File: src/rtl/lc3_pkg.sv
// Shared LC3 decode types: opcode enum, control-field encodings and the
// packed Execute control word.
package lc3_pkg;

   typedef enum logic [3:0] {
      OP_BR   = 4'h0, OP_ADD = 4'h1, OP_LD  = 4'h2, OP_ST   = 4'h3,
      OP_JSR  = 4'h4, OP_AND = 4'h5, OP_LDR = 4'h6, OP_STR  = 4'h7,
      OP_RTI  = 4'h8, OP_NOT = 4'h9, OP_LDI = 4'hA, OP_STI  = 4'hB,
      OP_JMP  = 4'hC, OP_RES = 4'hD, OP_LEA = 4'hE, OP_TRAP = 4'hF
   } lc3_opcode_e;

   localparam logic [1:0] ALU_ADD = 2'b00;
   localparam logic [1:0] ALU_AND = 2'b01;
   localparam logic [1:0] ALU_NOT = 2'b10;

   localparam logic [1:0] PCSEL1_NONE = 2'b00;
   localparam logic [1:0] PCSEL1_OFF9 = 2'b01;
   localparam logic [1:0] PCSEL1_OFF6 = 2'b10;
   localparam logic [1:0] PCSEL1_ZERO = 2'b11;

   localparam logic [1:0] WSEL_ALU = 2'b00;
   localparam logic [1:0] WSEL_MEM = 2'b01;
   localparam logic [1:0] WSEL_NPC = 2'b10;

   typedef struct packed {
      logic [1:0] alu_control;
      logic [1:0] pcselect1;
      logic       pcselect2;
      logic       op2select;
   } e_control_t;

endpackage

File: src/rtl/lc3_decode_ctrl.sv
// Combinational opcode decoder: instruction word to Execute/Writeback/Memory
// control words plus an unsupported-opcode flag.
module lc3_decode_ctrl
   import lc3_pkg::*;
(
   input  logic [15:0] instr_i,
   output logic [5:0]  e_control_o,
   output logic [1:0]  w_control_o,
   output logic        mem_control_o,
   output logic        illegal_o
);

   e_control_t ec;

   always_comb begin
      ec            = '0;
      w_control_o   = WSEL_ALU;
      mem_control_o = 1'b0;
      illegal_o     = 1'b0;
      case (lc3_opcode_e'(instr_i[15:12]))
         OP_ADD: begin
            ec.alu_control = ALU_ADD;
            ec.op2select   = ~instr_i[5];
         end
         OP_AND: begin
            ec.alu_control = ALU_AND;
            ec.op2select   = ~instr_i[5];
         end
         OP_NOT: begin
            ec.alu_control = ALU_NOT;
            ec.op2select   = 1'b1;
         end
         OP_BR, OP_ST: begin
            ec.pcselect1 = PCSEL1_OFF9;
            ec.pcselect2 = 1'b1;
         end
         OP_LD: begin
            ec.pcselect1 = PCSEL1_OFF9;
            ec.pcselect2 = 1'b1;
            w_control_o  = WSEL_MEM;
         end
         OP_LDI: begin
            ec.pcselect1  = PCSEL1_OFF9;
            ec.pcselect2  = 1'b1;
            w_control_o   = WSEL_MEM;
            mem_control_o = 1'b1;
         end
         OP_STI: begin
            ec.pcselect1  = PCSEL1_OFF9;
            ec.pcselect2  = 1'b1;
            mem_control_o = 1'b1;
         end
         OP_LEA: begin
            ec.pcselect1 = PCSEL1_OFF9;
            ec.pcselect2 = 1'b1;
            w_control_o  = WSEL_NPC;
         end
         OP_LDR: begin
            ec.pcselect1 = PCSEL1_OFF6;
            w_control_o  = WSEL_MEM;
         end
         OP_STR: ec.pcselect1 = PCSEL1_OFF6;
         OP_JMP: ec.pcselect1 = PCSEL1_ZERO;
         // JSR, RTI, reserved and TRAP: flag it and leave every control at zero
         default: illegal_o = 1'b1;
      endcase
   end

   assign e_control_o = ec;

endmodule

File: src/rtl/lc3_decode.sv
// Registered LC3 Decode stage: captures instruction, NPC and PSR on enable and
// registers the decoded control words; everything holds between enables.
module lc3_decode
   import lc3_pkg::*;
(
   input  logic        clock,
   input  logic        reset,
   input  logic        enable_decode,
   input  logic [15:0] instr_dout,
   input  logic [15:0] npc_in,
   input  logic [2:0]  psr,
   output logic [15:0] ir,
   output logic [15:0] npc_out,
   output logic [5:0]  e_control,
   output logic [1:0]  w_control,
   output logic        mem_control,
   output logic [2:0]  psr_out,
   output logic        decode_valid,
   output logic        illegal_op
);

   logic [5:0]  ec_d;
   logic [1:0]  wc_d;
   logic        mc_d;
   logic        ill_d;

   logic [15:0] ir_q, npc_q;
   logic [5:0]  ec_q;
   logic [1:0]  wc_q;
   logic        mc_q, ill_q, vld_q;
   logic [2:0]  psr_q;

   lc3_decode_ctrl u_ctrl (
      .instr_i       (instr_dout),
      .e_control_o   (ec_d),
      .w_control_o   (wc_d),
      .mem_control_o (mc_d),
      .illegal_o     (ill_d)
   );

   always_ff @(posedge clock) begin
      if (!reset) begin
         ir_q   <= '0;
         npc_q  <= '0;
         ec_q   <= '0;
         wc_q   <= '0;
         mc_q   <= 1'b0;
         ill_q  <= 1'b0;
         psr_q  <= '0;
         vld_q  <= 1'b0;
      end else begin
         vld_q <= enable_decode;
         // Decoder output is only sampled on enable, so a floating bus while idle is harmless
         if (enable_decode) begin
            ir_q  <= instr_dout;
            npc_q <= npc_in;
            ec_q  <= ec_d;
            wc_q  <= wc_d;
            mc_q  <= mc_d;
            ill_q <= ill_d;
            psr_q <= psr;
         end
      end
   end

   assign ir           = ir_q;
   assign npc_out      = npc_q;
   assign e_control    = ec_q;
   assign w_control    = wc_q;
   assign mem_control  = mc_q;
   assign psr_out      = psr_q;
   assign decode_valid = vld_q;
   assign illegal_op   = ill_q;

endmodule

File: config.mk
export PLATFORM = sky130hd
export DESIGN_NAME = lc3_decode
export DESIGN_NICKNAME = d
export VERILOG_FILES = /design/src/rtl/lc3_pkg.sv /design/src/rtl/lc3_decode_ctrl.sv /design/src/rtl/lc3_decode.sv
export SDC_FILE = /design/constraint.sdc
export NUM_CORES = 1
export LEC_CHECK = 0
export ABC_CLOCK_PERIOD_IN_PS = 800
export BUFFER_PORTS_ARGS = -buffer_cell sky130_fd_sc_hd__buf_2
export CAP_MARGIN = 5
export CORE_ASPECT_RATIO = 1.1
export CORE_UTILIZATION = 41
export DETAILED_ROUTE_END_ITERATION = 8
export GPL_TIMING_DRIVEN = 0
export PLACE_DENSITY = 0.75
export SYNTH_ARGS = -nofsm -noshare
export SYNTH_HDL_FRONTEND = slang
export SYNTH_SLANG_ARGS = --single-unit
File: constraint.sdc
create_clock -name clock -period 0.8 [get_ports clock]
set_input_delay 0.04 -clock clock [delete_from_list [all_inputs] [get_ports clock]]
set_output_delay 0.04 -clock clock [all_outputs]
set_load 0.005 [all_outputs]
==> results.md <==
- Finish-stage setup viols: 1
- Min cycle time layout: 801 ps
- Mapped Nets: 211
- MaxCap Viol Count: 0
- # DRC: 0
- Via count: 1475
- GP Congestion: 0.720
- Place WS: -130 ps
- Clock sinks: 46
- Post-Syn Instances: 173
- Crit path arrival time: 980 ps
- Synth Register Bits: 46
- CTS tree: done
- Synth unique cells: 29
- Required time of the critical path: 980 ps
- Pwr Density: 1830 nW/um2
- Max-slew violation count: 0
- Mean instance size in the synthesized netlist: 10.6 um2
- Period utilisation layout: 100%
- H-tree depth: 2
- Critical path type: register to register
- Startpoint class of the critical path: register
- Vias in the first global route: 1328
- Pin count of the biggest net entering global routing: 14
- Clk Latency, worst-skew pair: 290 ps
- CTS Buf Count: 5
- Routed len/inst: 11.6 um
- Core ar.: 4290 um2
- Die Area: 4740 um2
- Overall Global Routing Usage: 16.0%
- Fin util: 58.2%
- Fin. Hold Viols: 0
- Placed cells: 307
- Antenna cells: 0
- Unrepaired setup endpoints after global routing: yes
- IO Pins: 84
- Initial Util: 42.7%
- Final worst slack: -0.949 ps
- Global route overflow: 0
- NumNets Final: 302
- Endpoint class of the critical path: register
- Root buf cell: clkbuf_8
- F_max: 1250 MHz
- Clk_skew: 0 ps
- Layout cell share with drive strength beyond 1: 50.9%
- Finished Layout Cells: 319
- Clk pin slew, worst setup/hold paths: 80 ps
- Rows: 25
- Iteration-0 DRC Markers: 31
- Worst IR drop on VDD: 1.07 mV
- Antenna Violating Nets Remaining: 0
- Worst rel slew slack: 75.3%
- Pleak: 1.23 nW
- Area grow syn2layout: 36.3%
- Die height: 72.1 um
- CTS max path bufs: 2
- Critical path's slowest cell: dfxtp_2
- Critical-path cell list: mux2_4 > nand2_2 > a21oi_2
- Seq/Total Area, Yosys: 50.3%
- PortBufs: 80
- CP Max Fanout: 2
- Yosys warning total: 0
- Estimated wirelength of the detail-placed design: 2.70 mm
- Die Wd: 65.7 um
- Failing checks: setup timing
- Mapped Area: 1830 um2
- DRT Pass-1 Iters: 3
- Initial antenna violation count: 0
- Post-Route WL: 3.71 mm
- Vias per cell: 4.62
- First-pass GRT wire length: 5.78 mm
- Crit path largest cell delay: 330 ps
- Least-Margin Pin Slew: 371 ps
- Min-delay worst type: input pin to register
- Status: finished with violations
[metrics by stage]
stage | instance area, um2 | setup TNS, ps | hold WS [ps] | total power, mW
2_1_floorplan | 1840 | 0 | 178 | 2.88
3_3_place_gp | 2310 | -412 | 294 | 3.13
3_5_place_dp | 2310 | -545 | 307 | 3.15
4_1_cts | 2440 | -4.51 | 0.127 | 4.59
5_1_grt | 2500 | -62.1 | 5.69 | 4.76
6_report | 2500 | -0.949 | 5.50 | 4.56
[flip-flops by register name, summed over array words and instances, names as in the netlist]
name	flops
npc_out	16
psr_out	3
e_control	6
illegal_op	1
w_control	2
ir	16
mem_control	1
decode_valid	1
[per-layer routing]
metal | GRT usage, % | part of all wire [%]
met1 | 19.1 | 45
met5 | 0 | 0
met4 | 5.07 | 0.84
met2 | 26.2 | 47
met3 | 5.97 | 7.0
[what timing repair did]
action                                  in CTS  in global routing
hold buffers                                 3                  0
endpoints found under the hold margin        3                  0
buffers inserted                             0                  1
endpoints found under the setup margin       4                 34
gates resized for setup                      5                 33
pin swaps                                    0                  0
[cell usage after synthesis]
master	number	area, um2
a21boi_0	3	22.5
a21oi_1	4	20.0
a31oi_1	1	6.26
and2_1	1	6.26
buf_1	1	3.75
buf_2	2	10.0
buf_4	3	22.5
buf_6	3	33.8
clkbuf_1	4	15.0
dfxtp_1	46	921
inv_1	2	7.51
mux2_2	1	11.3
mux2i_1	34	340
nand2_1	7	26.3
nand2b_1	5	31.3
nand2b_4	1	13.8
nand3_1	2	10.0
nand3b_1	1	7.51
nand4_1	1	6.26
nor2_1	1	3.75
nor2b_1	37	231
nor3b_1	1	7.51
o21a_1	1	7.51
o21ai_0	4	20.0
o21ai_1	3	15.0
o311a_1	1	10.0
o31a_1	1	8.76
or2_2	1	6.26
or3_1	1	6.26
[worst paths after layout]
kind / from / slack, ps / cells past startpoint / endpoint
worst max-delay path: e_control[3] / -0.9 / 3 / e_control[3]
worst min-delay path: instr_dout[7] / 5 / 3 / ir[7]
worst min register to register: e_control[5] / 450 / 2 / e_control[5]
worst max register to register: e_control[3] / -0.9 / 3 / e_control[3]
[kinds of logic after synthesis]
kind of cell           synth area share, %
AO/OA/AOI/OAI                         6.01
buffers and inverters                 5.05
flip-flops                            50.3
multiplexers                          19.2
AND/OR/NAND/NOR                       19.5
[where the power goes]
| group | leakage, nW | switching (mW) | internal, mW |
|---|---|---|---|
| registers | 0.391 | 0.0572 | 2.43 |
| clock network | 0.0482 | 0.728 | 0.697 |
| logic | 0.788 | 0.282 | 0.360 |
| total | 1.23 | 1.07 | 3.49 |
[worst max-delay path, delay by kind of cell (launching register included)]
| family | cells | cell delay (ps) |
|---|---|---|
| AO/OA/AOI/OAI | 1 | 30 |
| flip-flops | 1 | 330 |
| multiplexers | 1 | 260 |
| AND/OR/NAND/NOR | 1 | 70 |
[placed cells by master, fill, tap and decap left out]
cell type and count:
nor2b_1 37, dfxtp_1 12, a21oi_2 1, o21ai_0 4
or3_1 1, dfxtp_2 34, buf_6 5, nand2b_1 5
or2_2 1, nor3b_1 1, inv_1 2, mux2_4 1
o21a_1 1, a21boi_0 3, nand2_2 1, and2_1 1
o21ai_1 3, buf_2 79, o311a_1 1, buf_4 5
o31a_1 1, clkbuf_1 5, nor2_1 1, nand4_1 1
nand3b_1 1, clkinv_2 1, mux2i_1 34, clkbuf_8 6
nand2_1 6, buf_1 1, nand3_1 2, nand2b_4 1
a31oi_1 1, a21oi_1 3, dlygate4sd3_1 3
[layout make-up]
class                   count  area, um2
plain buffers              13       87.6
clock buffers               7       86.3
clock inverters             1       5.00
fillers                   388       1790
inverters                   2       7.51
multi-input cells         112        828
flip-flops and latches     46        963
well taps                  54       67.6
repair buffers             84        450
Note: power is estimated with default switching activity, not from simulation.
